==> src/rtl/anton_neopixel_apb_master_pkg.sv <==
// Shared definitions for the neopixel APB initiator: FSM encoding, address geometry and defaults.
// The wait-state timeout is built only when ANTON_APB_MASTER_TIMEOUT_EN is defined.
package anton_neopixel_apb_master_pkg;

    typedef enum logic [1:0] {
        ST_IDLE   = 2'd0,
        ST_SETUP  = 2'd1,
        ST_ACCESS = 2'd2
    } apb_state_e;

    localparam int unsigned APB_ADDR_SHIFT         = 2;
    localparam int unsigned CMD_ADDR_W             = 18;
    localparam int unsigned APB_ADDR_W             = CMD_ADDR_W + APB_ADDR_SHIFT;
    localparam int unsigned DEFAULT_MAX_LEN_BITS   = 13;
    localparam int unsigned DEFAULT_TIMEOUT_CYCLES = 255;

    // The slave decodes word addresses, so the byte index sits above two zero bits.
    function automatic logic [APB_ADDR_W-1:0] to_apb_addr(input logic [CMD_ADDR_W-1:0] addr);
        return {addr, {APB_ADDR_SHIFT{1'b0}}};
    endfunction

endpackage

==> src/rtl/anton_neopixel_apb_master_wait_timer.sv <==
// ACCESS wait-state counter with expiry flag; exists only when ANTON_APB_MASTER_TIMEOUT_EN is defined.
`ifdef ANTON_APB_MASTER_TIMEOUT_EN
module anton_neopixel_apb_master_wait_timer #(
    parameter int unsigned TIMEOUT_CYCLES = 255
) (
    input  logic clk,
    input  logic rst_n,
    input  logic clear,
    input  logic wait_en,
    output logic expired
);

    localparam int unsigned CNT_W = $clog2(TIMEOUT_CYCLES + 1);

    logic [CNT_W-1:0] cnt_q;
    logic [CNT_W-1:0] cnt_d;

    // expired fires on the wait cycle that would make the count reach TIMEOUT_CYCLES.
    assign expired = wait_en && (cnt_q == CNT_W'(TIMEOUT_CYCLES - 1));

    always_comb begin
        cnt_d = cnt_q;
        if (clear) begin
            cnt_d = '0;
        end else if (wait_en && !expired) begin
            cnt_d = cnt_q + CNT_W'(1);
        end
    end

    always_ff @(posedge clk or negedge rst_n) begin
        if (!rst_n) begin
            cnt_q <= '0;
        end else begin
            cnt_q <= cnt_d;
        end
    end

endmodule
`endif

==> src/rtl/anton_neopixel_apb_master.sv <==
// APB3 initiator: single reads and auto-incrementing write bursts from a valid/ready command port.
// Optional ACCESS wait-state timeout is enabled by defining ANTON_APB_MASTER_TIMEOUT_EN.
module anton_neopixel_apb_master
    import anton_neopixel_apb_master_pkg::*;
#(
    parameter int unsigned MAX_LEN_BITS   = DEFAULT_MAX_LEN_BITS,
    parameter int unsigned TIMEOUT_CYCLES = DEFAULT_TIMEOUT_CYCLES
) (
    input  logic                    apbPclk,
    input  logic                    apbPresern,
    input  logic                    cmdValid,
    output logic                    cmdReady,
    input  logic                    cmdWrite,
    input  logic [CMD_ADDR_W-1:0]   cmdAddr,
    input  logic [7:0]              cmdWData,
    input  logic [MAX_LEN_BITS-1:0] cmdLen,
    output logic                    rspValid,
    output logic [7:0]              rspData,
    output logic                    rspErr,
    output logic                    apbPselx,
    output logic                    apbPenable,
    output logic                    apbPwrite,
    output logic [APB_ADDR_W-1:0]   apbPaddr,
    output logic [7:0]              apbPwData,
    input  logic [7:0]              apbPrData,
    input  logic                    apbPready,
    input  logic                    apbPslverr,
    output logic [1:0]              dbgState
);

    // Command handshake: a command is taken on the rising edge where cmdValid && cmdReady;
    // cmdReady is high only in IDLE, and command inputs are don't-care whenever cmdReady is low.

    apb_state_e              state_q;
    apb_state_e              state_d;
    logic                    init_q;
    logic                    init_d;
    logic                    write_q;
    logic                    write_d;
    logic [CMD_ADDR_W-1:0]   addr_q;
    logic [CMD_ADDR_W-1:0]   addr_d;
    logic [7:0]              wdata_q;
    logic [7:0]              wdata_d;
    logic [MAX_LEN_BITS-1:0] beats_q;
    logic [MAX_LEN_BITS-1:0] beats_d;
    logic                    rsp_valid_q;
    logic                    rsp_valid_d;
    logic                    rsp_err_q;
    logic                    rsp_err_d;
    logic [7:0]              rsp_data_q;
    logic [7:0]              rsp_data_d;

    logic accept;
    logic beat_done;
    logic last_beat;
    logic timeout_hit;

    assign accept    = (state_q == ST_IDLE) && init_q && cmdValid;
    assign beat_done = (state_q == ST_ACCESS) && apbPready;
    assign last_beat = (beats_q == '0);

`ifdef ANTON_APB_MASTER_TIMEOUT_EN
    anton_neopixel_apb_master_wait_timer #(
        .TIMEOUT_CYCLES (TIMEOUT_CYCLES)
    ) u_wait_timer (
        .clk     (apbPclk),
        .rst_n   (apbPresern),
        .clear   (state_q == ST_SETUP),
        .wait_en ((state_q == ST_ACCESS) && !apbPready),
        .expired (timeout_hit)
    );
`else
    logic unused_timeout_cfg;
    assign unused_timeout_cfg = |TIMEOUT_CYCLES;
    assign timeout_hit        = 1'b0;
`endif

    // State register: reset drops state to IDLE immediately, which also drops psel/penable.
    always_ff @(posedge apbPclk or negedge apbPresern) begin
        if (!apbPresern) begin
            state_q <= ST_IDLE;
        end else begin
            state_q <= state_d;
        end
    end

    always_comb begin
        state_d = state_q;
        unique case (state_q)
            ST_IDLE: begin
                if (accept) begin
                    state_d = ST_SETUP;
                end
            end
            ST_SETUP: begin
                state_d = ST_ACCESS;
            end
            ST_ACCESS: begin
                if (beat_done) begin
                    state_d = (apbPslverr || last_beat) ? ST_IDLE : ST_SETUP;
                end else if (timeout_hit) begin
                    state_d = ST_IDLE;
                end
            end
            default: begin
                state_d = ST_IDLE;
            end
        endcase
    end

    always_comb begin
        init_d      = 1'b1;
        write_d     = write_q;
        addr_d      = addr_q;
        wdata_d     = wdata_q;
        beats_d     = beats_q;
        rsp_valid_d = 1'b0;
        rsp_err_d   = rsp_err_q;
        rsp_data_d  = rsp_data_q;

        if (accept) begin
            write_d = cmdWrite;
            addr_d  = cmdAddr;
            wdata_d = cmdWData;
            beats_d = cmdWrite ? cmdLen : '0;
        end

        if (beat_done) begin
            if (!write_q) begin
                rsp_data_d = apbPrData;
            end
            if (apbPslverr) begin
                rsp_valid_d = 1'b1;
                rsp_err_d   = 1'b1;
            end else if (last_beat) begin
                rsp_valid_d = 1'b1;
                rsp_err_d   = 1'b0;
            end else begin
                beats_d = beats_q - MAX_LEN_BITS'(1);
                addr_d  = addr_q + CMD_ADDR_W'(1);
            end
        end else if ((state_q == ST_ACCESS) && timeout_hit) begin
            rsp_valid_d = 1'b1;
            rsp_err_d   = 1'b1;
        end
    end

    always_ff @(posedge apbPclk or negedge apbPresern) begin
        if (!apbPresern) begin
            init_q      <= 1'b0;
            write_q     <= 1'b0;
            addr_q      <= '0;
            wdata_q     <= '0;
            beats_q     <= '0;
            rsp_valid_q <= 1'b0;
            rsp_err_q   <= 1'b0;
            rsp_data_q  <= '0;
        end else begin
            init_q      <= init_d;
            write_q     <= write_d;
            addr_q      <= addr_d;
            wdata_q     <= wdata_d;
            beats_q     <= beats_d;
            rsp_valid_q <= rsp_valid_d;
            rsp_err_q   <= rsp_err_d;
            rsp_data_q  <= rsp_data_d;
        end
    end

    // init_q keeps cmdReady low until the first clock edge after reset release.
    always_comb begin
        cmdReady   = (state_q == ST_IDLE) && init_q;
        apbPselx   = (state_q == ST_SETUP) || (state_q == ST_ACCESS);
        apbPenable = (state_q == ST_ACCESS);
        apbPwrite  = write_q;
        apbPaddr   = to_apb_addr(addr_q);
        apbPwData  = wdata_q;
        rspValid   = rsp_valid_q;
        rspErr     = rsp_err_q;
        rspData    = rsp_data_q;
        dbgState   = state_q;
    end

endmodule
==> config.mk <==
export PLATFORM = sky130hd
export DESIGN_NAME = anton_neopixel_apb_master
export DESIGN_NICKNAME = d
export VERILOG_FILES = /design/src/rtl/anton_neopixel_apb_master_pkg.sv /design/src/rtl/anton_neopixel_apb_master_wait_timer.sv /design/src/rtl/anton_neopixel_apb_master.sv
export SDC_FILE = /design/constraint.sdc
export NUM_CORES = 1
export LEC_CHECK = 0
export ABC_AREA = 1
export ABC_CLOCK_PERIOD_IN_PS = 1900
export BUFFER_PORTS_ARGS = -buffer_cell sky130_fd_sc_hd__buf_2
export CAP_MARGIN = 40
export CORE_MARGIN = 3
export CORE_UTILIZATION = 51
export DETAILED_ROUTE_END_ITERATION = 8
export PLACE_DENSITY_LB_ADDON = 0.15
export SLEW_MARGIN = 20
export SYNTH_ARGS = -nofsm -noshare
export SYNTH_HDL_FRONTEND = slang
export SYNTH_SLANG_ARGS = --single-unit
==> constraint.sdc <==
create_clock -name apbPclk -period 1.9 [get_ports apbPclk]
set_clock_uncertainty 0.1 [all_clocks]
set_input_delay 0.285 -clock apbPclk [delete_from_list [all_inputs] [get_ports apbPclk]]
set_output_delay 0.285 -clock apbPclk [all_outputs]
set_load 0.01 [all_outputs]
==> Word level (Yosys, flattened, before mapping) <==
Index checks and enable logic that the tools add are counted.
{ "totals": {"ff_bits": 53} }
{ "op_classes": {"addsub": 2, "eq_ne": 4, "n_mux": 18, "n_bitwise": 1, "n_reduce_logical": 11} }
{ "op_table": {"columns": ["operator", "count"], "rows": [
  ["18-bit 2-to-1 mux", 4],
  ["13-bit 2-to-1 mux", 5],
  ["18-bit by 1-bit adder with 18-bit output, second input constant", 1],
  ["13-bit zero test", 1],
  ["13-bit by 1-bit subtractor with 13-bit output, second input constant", 1],
  ["1-bit 2-to-1 mux", 6],
  ["2-bit case mux with 3 select lines", 1],
  ["2-bit AND reduction", 3],
  ["2-bit 2-to-1 mux", 2],
  ["1-bit logical AND", 3],
  ["2-bit by 1-bit equality test with 1-bit output, second input constant", 1],
  ["2-bit equality test, second input constant", 1],
  ["2-bit zero test", 1],
  ["1-bit logical OR", 2],
  ["2-bit by 1-bit != test with 1-bit output, second input constant", 1],
  ["2-bit != test, second input constant", 1],
  ["2-bit nonzero test", 1],
  ["1-bit NOT", 1]
]} }

==> Depth between registers and ports, before layout <==
{ "depth": {"depth_word": 7, "depth_mapped": 11} }

==> Worst setup path after synthesis <==
No wires, ideal clock.
{ "synth_timing": {"path_type": "register -> register", "startpoint": "register state_q[0], in the netlist dbgState[0]", "endpoint": "register addr_q[0]", "setup_ns": 0.117, "t_arrival_ns": 1.470, "t_required_ns": 1.683, "slack_ns": 0.213, "path_stages_with_launch": 10, "n_path_buf": 1, "path_cell_list": "dfrtp_1 > inv_1 > ha_1 > nand3_2 > buf_1 > nand2_1 > o21ai_0 > nand2_1 > o21ai_1 > inv_1"} }
{ "synth_via": {"elab_chain_len": 7} }
{ "synth_lines": {"columns": ["element", "line_no", "text"], "rows": [
  ["from (decl)", "anton_neopixel_apb_master.sv:34", "apb_state_e state_q;"],
  ["from (signal assigned)", "anton_neopixel_apb_master.sv:83", "state_q <= state_d;"],
  ["2-bit zero test", "anton_neopixel_apb_master.sv:58", "assign accept = (state_q == ST_IDLE) && init_q && cmdValid;"],
  ["1-bit logical AND (2 in series)", "anton_neopixel_apb_master.sv:58", null],
  ["18-bit 2-to-1 mux", "anton_neopixel_apb_master.sv:121", "if (accept) begin"],
  ["18-bit 2-to-1 mux", "anton_neopixel_apb_master.sv:135", "end else if (last_beat) begin"],
  ["18-bit 2-to-1 mux", "anton_neopixel_apb_master.sv:132", "if (apbPslverr) begin"],
  ["18-bit 2-to-1 mux *", "anton_neopixel_apb_master.sv:128", "if (beat_done) begin"],
  ["via addr_d[0]", "anton_neopixel_apb_master.sv:41", "logic [CMD_ADDR_W-1:0] addr_d;"],
  ["to (signal assigned)", "anton_neopixel_apb_master.sv:161", "addr_q <= addr_d;"],
  ["to (decl)", "anton_neopixel_apb_master.sv:40", "logic [CMD_ADDR_W-1:0] addr_q;"]
]} }
Mark *: on every way through the listed nets, which the timed path passes. The rest lies on a longest branch.
A chain may end at the register's enable or synchronous reset.

==> Final worst setup path <==
{ "layout_timing": {"startpoint": "register state_q[1], in the netlist dbgState[1]", "endpoint": "register beats_q[1]"} }
{ "layout_via": {"elab_chain_len": 7} }
{ "layout_lines": {"columns": ["element", "line_no", "text"], "rows": [
  ["2-bit zero test", "anton_neopixel_apb_master.sv:58", null],
  ["1-bit logical AND (2 in series)", "anton_neopixel_apb_master.sv:58", null],
  ["13-bit 2-to-1 mux", "anton_neopixel_apb_master.sv:121", null],
  ["13-bit 2-to-1 mux", "anton_neopixel_apb_master.sv:135", null],
  ["13-bit 2-to-1 mux", "anton_neopixel_apb_master.sv:132", null],
  ["13-bit 2-to-1 mux *", "anton_neopixel_apb_master.sv:128", null],
  ["via beats_d[1]", "anton_neopixel_apb_master.sv:45", "logic [MAX_LEN_BITS-1:0] beats_d;"],
  ["to (signal assigned)", "anton_neopixel_apb_master.sv:163", "beats_q <= beats_d;"],
  ["to (decl)", "anton_neopixel_apb_master.sv:44", "logic [MAX_LEN_BITS-1:0] beats_q;"]
]} }
Marks and branches as above.

==> impl_results.md <==
- PD cells: 1443 mW/mm2
- Count of H-tree levels built during CTS: 2
- Count of pins on the block boundary: 97
- Largest fanout on the critical path: 12
- Final worst setup slack: 159.1 ps
- Library cells used by synthesis: 33
- Most common flop cell mapped by yosys: dfrtp_1
- Worst reg2reg endpoint: beats_q[1]$_DFF_PN0_
- Launching element type of the critical path: register
- Number of violations of the max-capacitance limit: 0
- RSZ-0062 raised after global routing: false
- Register-to-register setup slack: 160 ps
- Clock period minus worst slack: 1741 ps
- Count of TritonRoute iterations in the first routing pass: 4
- Required time of the worst setup path: 1990 ps
- Total wirelength of the detailed-routed design: 7316 um
- Via total after detailed routing: 2,885
- Depth of the worst register-to-register path: 8
- Yosys warning count: 0
- Synth Area per Inst: 7.664 um2
- Worst-path cell chain: inv_1, ha_2, nand3_2, inv_1, buf_4, o21ai_0, o21ai_0, inv_1
- Synth Area in Adders: 2.815%
- Dominant combinational cell family by area after synthesis: simple AND/OR/NAND/NOR gates
- EDFF count, synth: 0
- Number of clock buffers inserted by TritonCTS: 5
- Final slew viol count: 0
- Part of the Yosys area used for sequential elements: 42.62%
- Most frequent CP cell: inv_1
- Fin nets: 566
- Growth of design area from synthesis to finish: 21.19%
- Number of buffer cells added on primary ports: 94
- GRT Util Overall: 21.26%
- Worst setup EP type: register
- Setup TNS: 0 ps
- Number of violations reported at the end of detailed-routing iteration 0: 119
- Multiplexer share of the synthesized area: 4.182%
- Antenna violations before repair: 0
- Family of cells with the greatest summed delay on the critical path: buffers and inverters
- Mapped Cells: 406
- Fraction of synthesis flops using an asynchronous set or reset pin: 100.0%
- Floorplan Core Area: 0.005709 mm2
- CTS tree: yes
- DIE WIDTH: 84.11 um
- Number of clock sinks: 53
- Die Footprint: 0.007074 mm2
- Kind of critical path: register to register
- Fraction of final layout cells with drive strength greater than 1: 26.63%
- Outcome: finished clean
- DRC violation count after routing: 0
- Detailed-route wire length per cell: 12.64 um
- Origin of the worst min-delay path: cmdWData[0]
- Filler cell count in the final layout: 549
- Worst R2R Start: dbgState[1]$_DFFE_PN0P_
- Leak Pwr: 0.002079 uW
- Total overflow reported by the global router: 0
- Worst hold path depth: 3
- Final Setup Violations: 0
- Delay of the slowest cell on the worst path: 430 ps
- Number of buffers inserted by post-CTS setup repair: 0
- Cell at the root of the clock tree: clkbuf_8
- Sequential cell area: 0.001326 mm2
- Worst Hold Endpoint: apbPwData[0]$_DFFE_PN0N_
- Final Hold Viols: 0
- Reg clk slew, reported paths: 90 ps
- Path class of the lowest-slack min-delay path: input port to register
- Vias in the first global route: 2,775
- Antenna-violating nets left: 0
- Simple logic cell fraction of the synthesized area: 25.73%
- Buffers from clock root to sink, at most: 2
- Clock latency on the worst-skew pair: 300 ps
- Yosys reg bits: 53
- Chip Height: 84.11 um
- Share of the core filled with cells in the final layout: 66.05%
- First-pass GRT wire length: 12,480 um
- Area of the mapped netlist: 0.003112 mm2
- Initial core utilization: 54.50%
- Number of vias per cell after detailed routing: 4.983
- Area of the multi-input gates: 0.001514 mm2
- Sum of buffers and inverters on the critical path: 4
- Routability cong.: 0.8398
- Total half-perimeter wirelength after legalization and detailed placement: 5639 um
- Library cell contributing the largest single delay on the critical path: dfrtp_1
- Xor-xnor portion of the synthesized cell area: 4.503%
- Number of rows created at floorplan: 27
- Worst ir drop on vdd: 811.9 uV
- Largest net degree at the start of global routing: 21
- Area fraction in compound gates after synthesis: 10.90%
- Achievable clock frequency: 574.4 MHz
- Arr. time, crit path: 1830 ps
- Final period utilization: 91.63%
- Count of antenna diodes in the layout: 0
- Worst slack at placement: 159.4 ps
[metrics by stage]
stage | hold WS (ps) | power (uW) | cells | cell area (um2)
after floorplan | -110.6 | 3960 | 407 | 3115
after global placement | 155.6 | 4768 | 570 | 3666
after detailed placement | 162.4 | 4848 | 570 | 3666
after CTS | 68.56 | 5489 | 579 | 3756
after global routing | 63.76 | 5989 | 579 | 3771
final | 79.50 | 5441 | 579 | 3771
[kinds of logic (layout without fill, tap and decap cells)]
| logic type | Yosys count | in the layout |
|---|---|---|
| muxes | 12 | 12 |
| buffers and inverters | 63 | 163 |
| other | 2 | 3 |
| AOI/OAI and AO/OA | 58 | 58 |
| adders and majority gates | 7 | 7 |
| DFF | 53 | 53 |
| and+or+nand+nor | 195 | 195 |
| xor gates and xnor gates | 16 | 16 |
[layer usage]
layer / up-vias / track usage [%] / part of all wire, %
met1: 1318 / 26.05 / 44
met5: - / 0 / 0
li1: 1478 / - / -
met3: 10 / 4.047 / 5.3
met2: 79 / 38.31 / 49
met4: 0 / 5.263 / 1.2
[state kept, by name, indices dropped and copies added, names as in the netlist]
register and flops:
init_q 1, apbPwData 8, dbgState 2, rspErr 1, rspData 8, beats_q 13, addr_q 18, rspValid 1
apbPwrite 1
[report_power, final]
part | total (uW) | internal (uW) | switching [uW]
Combinational | 2710 | 1170 | 1540
Clock | 613 | 263 | 350
Sequential | 2120 | 1650 | 467
Total | 5440 | 3090 | 2360
[synth_stat cells, types with 2 or more instances]
master	instances	area, um2
nand3_1	12	60.06
buf_4	2	15.01
o21ai_1	10	50.05
conb_1	2	7.510
a21oi_2	4	35.03
xor2_1	12	105.1
clkbuf_1	3	11.26
nor2_2	3	18.77
inv_1	47	176.4
nand2_1	130	488.0
nor3_1	5	25.02
dfrtp_1	53	1326
mux2_2	8	90.09
nand4_1	6	37.54
ha_1	7	87.58
o21ai_0	26	130.1
mux2i_1	4	40.04
or2_2	2	12.51
nor2_1	32	120.1
buf_6	4	45.04
a21oi_1	4	20.02
nand3_2	2	20.02
nand2_2	2	12.51
xnor2_1	4	35.03
buf_2	5	25.02
a22oi_1	10	75.07
[how the worst max path moves through the flow]
stage | start | endpoint | slack [ps] | depth (start not counted)
floorplan | dbgState[0]$_DFFE_PN0P_ | addr_q[0]$_DFF_PN0_ | 210 | 9
global placement | dbgState[0]$_DFFE_PN0P_ | rspData[0]$_DFFE_PN0P_ | 190 | 6
detailed placement | dbgState[0]$_DFFE_PN0P_ | rspData[3]$_DFFE_PN0P_ | 160 | 6
CTS | dbgState[0]$_DFFE_PN0P_ | rspData[3]$_DFFE_PN0P_ | 140 | 6
global route | dbgState[0]$_DFFE_PN0P_ | addr_q[12]$_DFF_PN0_ | 10 | 9
finish | dbgState[1]$_DFFE_PN0P_ | beats_q[1]$_DFF_PN0_ | 160 | 8
[worst reg2reg max path, cell delays in order (launching register included)]
cell	delay, ps
dfrtp_1	430
inv_1	120
ha_2	210
nand3_2	120
inv_1	150
buf_4	210
o21ai_0	80
o21ai_0	150
inv_1	60
[cells in the final DEF (no fill, tap or decap), drive strengths merged, types with 7 or more instances in the layout]
cell	instances
clkbuf	8
o21ai	36
a22oi	10
nand2	132
nor2	35
dfrtp	53
mux2	8
nand3	14
xor2	12
a21oi	8
ha	7
inv	48
buf	106
[repair_timing]
action,CTS,global route
resized for setup,0,5
endpoints found under the setup margin,0,16
hold buffers,1,0
hold endpoints to repair,18,0
[cell type report]
type	instances	area share, %
clock buffer	8	2.123
inverter	48	4.844
multi-input combinational	291	40.15
sequential	53	35.17
tap	72	2.389
timing repair buffer	107	15.33
Note: power is estimated with default switching activity, not from simulation.
